File: config.mk
export PLATFORM = sky130hd
export DESIGN_NAME = fir_coeff_loader_flat
export DESIGN_NICKNAME = d
export VERILOG_FILES = /design/src/rtl/fir_coeff_loader_if.sv /design/src/rtl/fir_coeff_loader.sv /design/src/flat_wrapper.sv
export SDC_FILE = /design/constraint.sdc
export NUM_CORES = 1
export LEC_CHECK = 0
export CAP_MARGIN = 20
export CORE_MARGIN = 2
export CORE_UTILIZATION = 40
export DETAILED_ROUTE_END_ITERATION = 10
export PLACE_DENSITY = 0.64
export SLEW_MARGIN = 20
export SYNTH_ARGS = -nofsm -noshare
export SYNTH_HDL_FRONTEND = slang
export SYNTH_SLANG_ARGS = --single-unit
File: constraint.sdc
create_clock -name clk -period 17.5 [get_ports clk]
set_input_delay 3.5 -clock clk [delete_from_list [all_inputs] [get_ports clk]]
set_output_delay 3.5 -clock clk [all_outputs]
set_load 0.05 [all_outputs]
File: src/rtl/fir_coeff_loader_if.sv
// Bundle between the slow-control host, the loader and the FIR coefficient reload port.
interface fir_coeff_loader_if;
  logic        host_we;
  logic [1:0]  host_adr;
  logic [63:0] host_wdata;
  logic        start;
  logic [3:0]  filt_mask;
  logic        verify_en;
  logic        busy;
  logic        done;
  logic        err;
  logic [1:0]  err_code;
  logic        coeff_in_areset;
  logic [3:0]  coeff_in_we;
  logic [1:0]  coeff_in_adr;
  logic [63:0] coeff_in_data;
  logic        coeff_in_read;
  logic [3:0]  coeff_out_valid;
  logic [63:0] coeff_out_data;

  modport master (
    output host_we, host_adr, host_wdata, start, filt_mask, verify_en,
           coeff_out_valid, coeff_out_data,
    input  busy, done, err, err_code,
           coeff_in_areset, coeff_in_we, coeff_in_adr, coeff_in_data, coeff_in_read
  );

  modport slave (
    input  host_we, host_adr, host_wdata, start, filt_mask, verify_en,
           coeff_out_valid, coeff_out_data,
    output busy, done, err, err_code,
           coeff_in_areset, coeff_in_we, coeff_in_adr, coeff_in_data, coeff_in_read
  );
endinterface

File: src/rtl/fir_coeff_loader.sv
// Stages four coefficient words and reloads them into a masked set of FIR filters,
// with optional per-word readback compare.
module fir_coeff_loader #(
  parameter int ARESET_CYCLES = 2,
  parameter int TIMEOUT       = 255
) (
  input  logic              clk,
  input  logic              reset,
  fir_coeff_loader_if.slave bus
);
  localparam int NF   = 4;
  localparam int NW   = 4;
  localparam int DW   = 64;
  localparam int CMAX = (TIMEOUT > ARESET_CYCLES) ? TIMEOUT : ARESET_CYCLES;
  localparam int CW   = $clog2(CMAX + 1);

  typedef enum logic [2:0] {IDLE, ARST, WRITE, RD_REQ, RD_WAIT, FIN} state_t;

  state_t          state_q, state_d;
  logic [DW-1:0]   stg_q [NW];
  logic [NF-1:0]   mask_q, mask_d;
  logic            verify_q, verify_d;
  logic [1:0]      k_q, k_d, adr_q, adr_d;
  logic [CW-1:0]   cnt_q, cnt_d;
  logic            err_q, err_d;
  logic [1:0]      code_q, code_d;
  logic            zdone;
  logic [2:0]      first_f, next_f;

  logic            arst_q, arst_d, read_q, read_d, busy_q, busy_d, done_q, done_d;
  logic [NF-1:0]   we_q, we_d;
  logic [1:0]      cadr_q, cadr_d;
  logic [DW-1:0]   data_q, data_d;

  // Returns {found, index} of the lowest set mask bit at or above 'from'.
  function automatic logic [2:0] next_filt(input logic [NF-1:0] m, input int from);
    next_filt = 3'b000;
    for (int i = NF - 1; i >= 0; i--)
      if (i >= from && m[i]) next_filt = {1'b1, 2'(i)};
  endfunction

  assign first_f = next_filt(mask_q, 0);
  assign next_f  = next_filt(mask_q, int'(k_q) + 1);

  always_comb begin
    state_d  = state_q;
    mask_d   = mask_q;
    verify_d = verify_q;
    k_d      = k_q;
    adr_d    = adr_q;
    cnt_d    = cnt_q;
    err_d    = err_q;
    code_d   = code_q;
    zdone    = 1'b0;
    case (state_q)
      IDLE: if (bus.start) begin
        mask_d   = bus.filt_mask;
        verify_d = bus.verify_en;
        err_d    = 1'b0;
        code_d   = 2'd0;
        if (bus.filt_mask == '0) zdone = 1'b1;
        else begin
          state_d = ARST;
          cnt_d   = CW'(1);
        end
      end
      ARST: if (cnt_q >= CW'(ARESET_CYCLES)) begin
        state_d = WRITE;
        k_d     = first_f[1:0];
        adr_d   = 2'd0;
      end else cnt_d = cnt_q + 1'b1;
      WRITE: if (adr_q == 2'd3) begin
        adr_d = 2'd0;
        if (next_f[2]) k_d = next_f[1:0];
        else if (verify_q) begin
          state_d = RD_REQ;
          k_d     = first_f[1:0];
        end else state_d = FIN;
      end else adr_d = adr_q + 2'd1;
      RD_REQ: begin
        state_d = RD_WAIT;
        cnt_d   = CW'(1);
      end
      // Only the addressed filter's valid counts; a match advances, anything else aborts.
      RD_WAIT: if (bus.coeff_out_valid[k_q]) begin
        if (bus.coeff_out_data == stg_q[adr_q]) begin
          if (adr_q == 2'd3) begin
            adr_d = 2'd0;
            if (next_f[2]) begin
              k_d     = next_f[1:0];
              state_d = RD_REQ;
            end else state_d = FIN;
          end else begin
            adr_d   = adr_q + 2'd1;
            state_d = RD_REQ;
          end
        end else begin
          err_d   = 1'b1;
          code_d  = 2'd1;
          state_d = FIN;
        end
      end else if (cnt_q >= CW'(TIMEOUT)) begin
        err_d   = 1'b1;
        code_d  = 2'd2;
        state_d = FIN;
      end else cnt_d = cnt_q + 1'b1;
      FIN:     state_d = IDLE;
      default: state_d = IDLE;
    endcase
  end

  // Filter-side outputs are registered from the next state so they line up with it.
  always_comb begin
    arst_d = (state_d == ARST);
    read_d = (state_d == RD_REQ);
    busy_d = (state_d != IDLE);
    done_d = (state_d == FIN) || zdone;
    we_d   = (state_d == WRITE) ? (4'b0001 << k_d) : 4'b0000;
    cadr_d = (state_d inside {WRITE, RD_REQ, RD_WAIT}) ? adr_d : 2'd0;
    data_d = (state_d == WRITE) ? stg_q[adr_d] : '0;
  end

  always_ff @(posedge clk or posedge reset) begin
    if (reset) begin
      state_q  <= IDLE;
      mask_q   <= '0;
      verify_q <= 1'b0;
      k_q      <= 2'd0;
      adr_q    <= 2'd0;
      cnt_q    <= '0;
      err_q    <= 1'b0;
      code_q   <= 2'd0;
      arst_q   <= 1'b0;
      read_q   <= 1'b0;
      busy_q   <= 1'b0;
      done_q   <= 1'b0;
      we_q     <= '0;
      cadr_q   <= 2'd0;
      data_q   <= '0;
      for (int i = 0; i < NW; i++) stg_q[i] <= '0;
    end else begin
      state_q  <= state_d;
      mask_q   <= mask_d;
      verify_q <= verify_d;
      k_q      <= k_d;
      adr_q    <= adr_d;
      cnt_q    <= cnt_d;
      err_q    <= err_d;
      code_q   <= code_d;
      arst_q   <= arst_d;
      read_q   <= read_d;
      busy_q   <= busy_d;
      done_q   <= done_d;
      we_q     <= we_d;
      cadr_q   <= cadr_d;
      data_q   <= data_d;
      if (bus.host_we && state_q == IDLE) stg_q[bus.host_adr] <= bus.host_wdata;
    end
  end

  assign bus.busy            = busy_q;
  assign bus.done            = done_q;
  assign bus.err             = err_q;
  assign bus.err_code        = code_q;
  assign bus.coeff_in_areset = arst_q;
  assign bus.coeff_in_we     = we_q;
  assign bus.coeff_in_adr    = cadr_q;
  assign bus.coeff_in_data   = data_q;
  assign bus.coeff_in_read   = read_q;
endmodule

File: src/flat_wrapper.sv
// flat-port wrapper written by rule: the top's interface ports become plain ports
module fir_coeff_loader_flat 
#(
  parameter int ARESET_CYCLES = 2,
  parameter int TIMEOUT       = 255
)
  (clk, reset, bus_host_we, bus_host_adr, bus_host_wdata, bus_start, bus_filt_mask, bus_verify_en, bus_coeff_out_valid, bus_coeff_out_data, bus_busy, bus_done, bus_err, bus_err_code, bus_coeff_in_areset, bus_coeff_in_we, bus_coeff_in_adr, bus_coeff_in_data, bus_coeff_in_read);
  fir_coeff_loader_if bus_i ();
  input  logic clk;
  input  logic reset;
  input wire logic [$bits(bus_i.host_we)-1:0] bus_host_we;
  input wire logic [$bits(bus_i.host_adr)-1:0] bus_host_adr;
  input wire logic [$bits(bus_i.host_wdata)-1:0] bus_host_wdata;
  input wire logic [$bits(bus_i.start)-1:0] bus_start;
  input wire logic [$bits(bus_i.filt_mask)-1:0] bus_filt_mask;
  input wire logic [$bits(bus_i.verify_en)-1:0] bus_verify_en;
  input wire logic [$bits(bus_i.coeff_out_valid)-1:0] bus_coeff_out_valid;
  input wire logic [$bits(bus_i.coeff_out_data)-1:0] bus_coeff_out_data;
  output wire logic [$bits(bus_i.busy)-1:0] bus_busy;
  output wire logic [$bits(bus_i.done)-1:0] bus_done;
  output wire logic [$bits(bus_i.err)-1:0] bus_err;
  output wire logic [$bits(bus_i.err_code)-1:0] bus_err_code;
  output wire logic [$bits(bus_i.coeff_in_areset)-1:0] bus_coeff_in_areset;
  output wire logic [$bits(bus_i.coeff_in_we)-1:0] bus_coeff_in_we;
  output wire logic [$bits(bus_i.coeff_in_adr)-1:0] bus_coeff_in_adr;
  output wire logic [$bits(bus_i.coeff_in_data)-1:0] bus_coeff_in_data;
  output wire logic [$bits(bus_i.coeff_in_read)-1:0] bus_coeff_in_read;
  assign bus_i.host_we = bus_host_we;
  assign bus_i.host_adr = bus_host_adr;
  assign bus_i.host_wdata = bus_host_wdata;
  assign bus_i.start = bus_start;
  assign bus_i.filt_mask = bus_filt_mask;
  assign bus_i.verify_en = bus_verify_en;
  assign bus_i.coeff_out_valid = bus_coeff_out_valid;
  assign bus_i.coeff_out_data = bus_coeff_out_data;
  assign bus_busy = bus_i.busy;
  assign bus_done = bus_i.done;
  assign bus_err = bus_i.err;
  assign bus_err_code = bus_i.err_code;
  assign bus_coeff_in_areset = bus_i.coeff_in_areset;
  assign bus_coeff_in_we = bus_i.coeff_in_we;
  assign bus_coeff_in_adr = bus_i.coeff_in_adr;
  assign bus_coeff_in_data = bus_i.coeff_in_data;
  assign bus_coeff_in_read = bus_i.coeff_in_read;
  fir_coeff_loader #(.ARESET_CYCLES(ARESET_CYCLES), .TIMEOUT(TIMEOUT)) u_core (.clk(clk), .reset(reset), .bus(bus_i));
endmodule
==> impl_metrics.py, run 1 <==
metrics = {
    "sta": {
        "final.setup.tns_ns": 0,
        "drv_slew": 0,
        "finalHoldViolations": 0,
        "finalSetupViolCount": 0,
        "worstMarginPinSlew_ns": 1.02,
        "maxSlewHeadroom": 0.322,
        "period_needed_ns": 7.74,
        "rsz0062_at_grt": "no",
        "finalClockSkew_ns": 0.0172,
        "fin_crit_sh": 0.442,
        "max_freq_mhz": 129,
    },
    "drt": {
        "drtIter0Drc": 702,
        "firstDrtPassIters": 5,
        "viasPerCell": 5.43,
        "wl_met2_um": 21800,
        "dr.max_layer_used": "met5",
        "met1Wirelength_um": 21000,
        "drc": 0,
        "dr_wl_met3_um": 3410,
        "ant_nets": 0,
        "wl_um": 47700,
        "wire_per_inst_um": 23.5,
        "vias": 10997,
    },
    "final_layout": {
        "nFillCells": 3791,
        "syn_to_final_growth_pct": 22.3,
        "final_core_util": 0.497,
        "final_nets": 1556,
        "drive_above_1_share": 0.338,
    },
    "yosys": {
        "yosysWarnings": 0,
        "ys_seq_area_frac": 0.504,
        "synth_fp_nets": 1347,
        "synth_commonest_cells": "dfrtp_1 (353), mux2_2 (262), mux2i_1 (133)",
        "synth_cell_types": 54,
        "async_flop_share": 1.00,
        "ys_seq_elements": 353,
        "synth_edf_count": 0,
        "yosysMostFrequentCell": "dfrtp_1",
        "synth_cells": 1201,
        "synth_area_leaders": "dfrtp_1 (50%), mux2_2 (17%), mux4_2 (8.2%)",
        "yosys.area.top_type": "dfrtp_1",
        "synth_top_area_frac": 0.504,
        "syn_area_um2": 17500,
        "synth_top_flop_cell": "dfrtp_1",
        "syn_area_per_cell_um2": 14.6,
    },
    "global_route": {
        "grt_pass1_wl_um": 71300,
        "grt_max_degree": 108,
        "first_global_vias": 11561,
        "grt_overflow": 0,
        "antenna_found_initial": 23,
        "grt_use_total": 0.212,
    },
    "floorplan": {
        "die_w_um": 213,
        "start_util": 0.406,
        "die_area_um2": 45500,
        "core-area_um2": 43200,
        "die_y_um": 213,
        "rows": 76,
        "io_pins": 220,
    },
    "clocking": {
        "cts_setup_buffers": 0,
        "path_clk_slew_ns": 0.06,
        "cts_tree": "yes",
        "cts_repair_resize_count": 0,
        "cts_num_sinks": 353,
        "cts_inserted_buffers": 41,
        "htreeDepth": 2,
        "clockBufferDepth": 3,
        "hold_buffers": 0,
        "root_buffer": "clkbuf_16",
        "clock_latency_ns": 0.55,
    },
    "pwr": {
        "p_leak_nw": 9.13,
        "power.density_nw_per_um2": 201,
        "irDropWorstVdd_mv": 0.127,
    },
    "flow_run": {
        "maxCapViolCount": 0,
    },
    "status": {
        "status": "finished clean",
    },
    "worst_setup_path": {
        "r2r_slack_ns": 10.97,
        "worstSetupPathType": "in -> reg",
        "cp.arrival_ns": 8.14,
        "start_kind": "input pin",
        "endpoint_kind": "flop",
        "cp_max_fo": 51,
        "required_ns": 17.90,
    },
    "placement": {
        "io_buffer_count": 219,
        "place_congestion": 0.849,
        "post-dp-hpwl_um": 31600,
    },
    "worst_hold_path": {
        "hold_path.class": "reg -> reg",
    },
}
cell usage in the layout, fill, tap and decap left out, types with 21 or more instances in the layout:
cell,netlist,final
dfrtp_1,353,351
clkbuf_16,0,41
mux2i_1,133,133
mux4_2,64,64
xnor2_1,64,64
nor2_1,26,26
o22ai_2,64,64
nand2_1,23,21
mux2_2,262,262
clkdlybuf4s50_1,0,219
cell families (layout without fill, tap and decap cells):
logic type / after synthesis / after routing / share of synthesized area
flip-flops: 353 / 353 / 0.504
multiplexers: 459 / 459 / 0.327
XOR/XNOR: 64 / 64 / 0.0320
AND/OR/NAND/NOR: 114 / 114 / 0.0363
other: 0 / 5 / 0
AO/OA/AOI/OAI: 121 / 121 / 0.0677
buffers and inverters: 87 / 322 / 0.0313
adder cells (fa/ha/maj): 3 / 3 / 0.00214
worst paths after layout:
check                                  startpoint  cells after the start                      endpoint
max                        bus_coeff_out_data[42]                     11  u_core.bus.coeff_in_data[54]
min                                u_core.bus.err                      1                u_core.bus.err
max reg2reg                       u_core.adr_q[1]                     12  u_core.bus.coeff_in_data[54]
min reg2reg                        u_core.bus.err                      1                u_core.bus.err
max in group asynchronous                   reset                      4               u_core.adr_q[1]
min in group asynchronous                   reset                      2             u_core.stg_q[180]
power breakdown:
part / total (W) / leakage, nW / switching, W / internal (W)
clock: 0.000816 / 0.621 / 0.000330 / 0.000486
sequential: 0.00149 / 4.39 / 0.000299 / 0.00119
combinational: 0.00201 / 4.11 / 0.00103 / 0.000974
critical path, cell delays in order:
cell and delay (ns):
clkdlybuf4s50_1 0.47, xnor2_1 0.53, nand4_1 0.16, nor4_1 0.58, nand4_2 0.42, and3_1 0.33, nor3_4 0.17, buf_4 0.62
buf_4 0.83, mux2i_1 0.32, o22ai_2 0.10
per-stage QoR:
step	hold WS, ns	instance area (um2)	std cells	setup WS [ns]	total power [W]
CTS	0.500	21400	2020	9.64	0.00435
global placement	0.480	20100	1951	9.14	0.00348
finish	0.493	21400	2026	9.76	0.00431
detailed placement	0.487	20100	1951	9.08	0.00352
global route	0.528	21400	2021	9.50	0.00455
floorplan	0.472	17500	1201	4.21	0.00300
sequential cells by signal, indices dropped and copies added, names as in the netlist, 2 cells and up:
name	cells
u_core.bus.coeff_in_we	4
u_core.k_q	2
u_core.mask_q	4
u_core.adr_q	2
u_core.bus.coeff_in_data	64
u_core.cnt_q	8
u_core.stg_q	256
u_core.state_q	3
u_core.bus.err_code	2
u_core.bus.coeff_in_adr	2
per-layer routing:
metal	GRT usage	vias up
li1	-	4917
met4	0.0599	32
met5	0	-
met1	0.281	5697
met3	0.0732	97
met2	0.332	254
layout make-up:
class	instances	area, um2	area share
Clock buffer	63	1210	0.0564
Tap cell	585	732	0.0341
Multi-Input combinational cell	761	8170	0.381
Inverter	16	67.6	0.00315
Sequential cell	353	8840	0.412
Clock inverter	6	57.6	0.00269
Antenna cell	5	12.5	0.000584
Timing Repair Buffer	237	2350	0.110
Power figures use the tool's default switching activity.
==> inputs of run 2 (changes only) <==
- clock period: 17.5 -> 7.4 ns (I/O delays scaled with it)
==> run 2 against run 1 <==
Against the previous run:
- total power increased by 140%
- global-route usage increased by 0.091 points
- routed wire length increased by 0.22%
- clock-buffer cell count unchanged
- worst setup slack got worse by 8.1 ns
- first-iteration DRC count decreased by 18%
- final cell count increased by 0.44%
- design area increased by 1.1%
- hold slack improved by 0.019 ns
- largest cell class unchanged
- utilization increased by 0.52 points
- highest routed layer unchanged
- sequential share of layout area decreased by 0.43 points
- register-to-register slack got worse by 9.3 ns
==> impl_metrics.py, run 2 (synthesis gave the netlist of run 1 again) <==
metrics = {
    "status": {
        "status": "finished clean",
    },
    "global_route": {
        "antenna_found_initial": 17,
        "grt_overflow": 0,
        "first_global_vias": 11438,
        "grt_pass1_wl_um": 72100,
        "grt_max_degree": 165,
        "grt_use_total": 0.213,
    },
    "clocking": {
        "cts_repair_resize_count": 0,
        "htreeDepth": 2,
        "cts_tree": "yes",
        "cts_num_sinks": 353,
        "cts_setup_buffers": 0,
        "hold_buffers": 0,
        "path_clk_slew_ns": 0.06,
        "root_buffer": "clkbuf_16",
        "cts_inserted_buffers": 42,
        "clockBufferDepth": 3,
        "clock_latency_ns": 0.55,
    },
    "floorplan": {
        "die_w_um": 213,
        "rows": 76,
        "die_area_um2": 45500,
        "start_util": 0.406,
        "die_y_um": 213,
        "io_pins": 220,
        "core-area_um2": 43200,
    },
    "final_layout": {
        "final_nets": 1558,
        "final_area_um2": 21700,
        "final_core_util": 0.502,
        "final_common_cell": "dfrtp_1",
        "syn_to_final_growth_pct": 23.6,
        "nFillCells": 3793,
        "top_register": "u_core.stg_q",
        "multi_input_comb_area_um2": 8170,
        "largest_reg_flops": 256,
        "regArea_um2": 8840,
        "drive_above_1_share": 0.342,
        "mostFrequentLayoutCells": "dfrtp_1 (351), mux2_2 (262), clkdlybuf4s50_1 (219), mux2i_1 (133)",
    },
    "flow_run": {
        "maxCapViolCount": 0,
    },
    "worst_setup_path": {
        "crit_top_cell": "buf_4",
        "cpMaxStageDelayCell": "dfrtp_4",
        "cp_max_fo": 49,
        "critical_path.startpoint": "u_core.adr_q[0]",
        "rr_startpoint": "u_core.adr_q[0]",
        "worstPathCellList": "buf_4, mux4_2, xnor2_1, nand4_1, nor4_1, nand4_2, a21o_1, a221oi_4, nand3_4, buf_4, o22ai_2",
        "worstSetupPathType": "reg -> reg",
        "crit_buf_inv": 2,
        "endpoint_kind": "flop",
        "cp.arrival_ns": 6.25,
        "slowest_delay_ns": 1.01,
        "start_kind": "flop",
        "path_delay_family": "simple AND/OR/NAND/NOR gates",
        "required_ns": 7.87,
    },
    "worst_hold_path": {
        "hold_path.class": "reg -> reg",
        "worstHoldStart": "u_core.bus.err_code[0]",
    },
    "sta": {
        "finalSetupViolCount": 0,
        "drv_slew": 0,
        "maxSlewHeadroom": 0.323,
        "final.setup.tns_ns": 0,
        "rsz0062_at_grt": "no",
        "max_freq_mhz": 173,
        "finalHoldViolations": 0,
        "worstMarginPinSlew_ns": 1.01,
        "finalClockSkew_ns": 0.0150,
        "period_needed_ns": 5.78,
        "fin_crit_sh": 0.781,
    },
    "drt": {
        "ant_nets": 0,
        "drc": 0,
        "wire_per_inst_um": 23.5,
        "drtIter0Drc": 577,
        "wl_um": 47800,
        "firstDrtPassIters": 4,
        "viasPerCell": 5.45,
        "vias": 11086,
    },
    "pwr": {
        "finalPower_w": 0.0104,
        "p_leak_nw": 9.23,
        "irDropWorstVdd_mv": 0.383,
        "power.density_nw_per_um2": 481,
    },
    "placement": {
        "post-dp-hpwl_um": 31800,
        "place_congestion": 0.793,
        "placed_area_um2": 20200,
        "io_buffer_count": 219,
    },
}
## run 2: changes by cell type in the layout (fill, tap and decap cells not counted), sizes merged
cell / change
diode: +2
inv: -1
bufinv: +3
buf: +1
clkinv: +4
## run 2: worst reg2reg max path, delay by kind of cell, from the launching register on
family | cells | cell delay (ns)
mux | 1 | 0.56
buf+inv | 2 | 1.09
xor+xnor | 1 | 0.30
flops | 1 | 1.01
compound gates | 3 | 0.86
simple gates | 4 | 1.88
## run 2: cell type report
class / count / area share
multi-input cells: 761 / 0.377
clock buffers: 63 / 0.0588
inverters: 16 / 0.00295
well taps: 585 / 0.0338
flip-flops and latches: 353 / 0.408
diodes: 7 / 0.000809
repair buffers: 238 / 0.111
clock inverters: 12 / 0.00774
## run 2: final timing paths
kind	slack, ns	cells after the start	end
max in group asynchronous	4.83	3	u_core.bus.coeff_in_data[21]
worst max-delay path	1.62	11	u_core.bus.coeff_in_data[17]
worst max register to register	1.62	11	u_core.bus.coeff_in_data[17]
worst min-delay path	0.51	1	u_core.bus.err_code[0]
worst min register to register	0.51	1	u_core.bus.err_code[0]
min in group asynchronous	1.28	2	u_core.bus.coeff_in_data[56]
## run 2: routing by layer
layer	share of wire	up-vias	global-route usage	wire length (um)
met2	0.46	256	0.327	22000
met5	0.0035	-	0	166
met3	0.070	76	0.0627	3330
met4	0.020	24	0.0558	972
met1	0.45	5798	0.297	21400
li1	-	4932	-	-
## run 2: stage by stage
step,std cells,worst slack (ns),hold slack (ns)
2_1_floorplan,1201,1.19,0.472
3_3_place_gp,1951,1.44,0.499
3_5_place_dp,1952,1.41,0.504
4_1_cts,2027,1.37,0.512
5_1_grt,2028,1.26,0.534
6_report,2035,1.62,0.512
## run 2: power breakdown
group	switching, W	leakage [nW]	internal [W]
combinational	0.00240	4.13	0.00232
sequential	0.000747	4.39	0.00281
clock	0.000822	0.712	0.00133
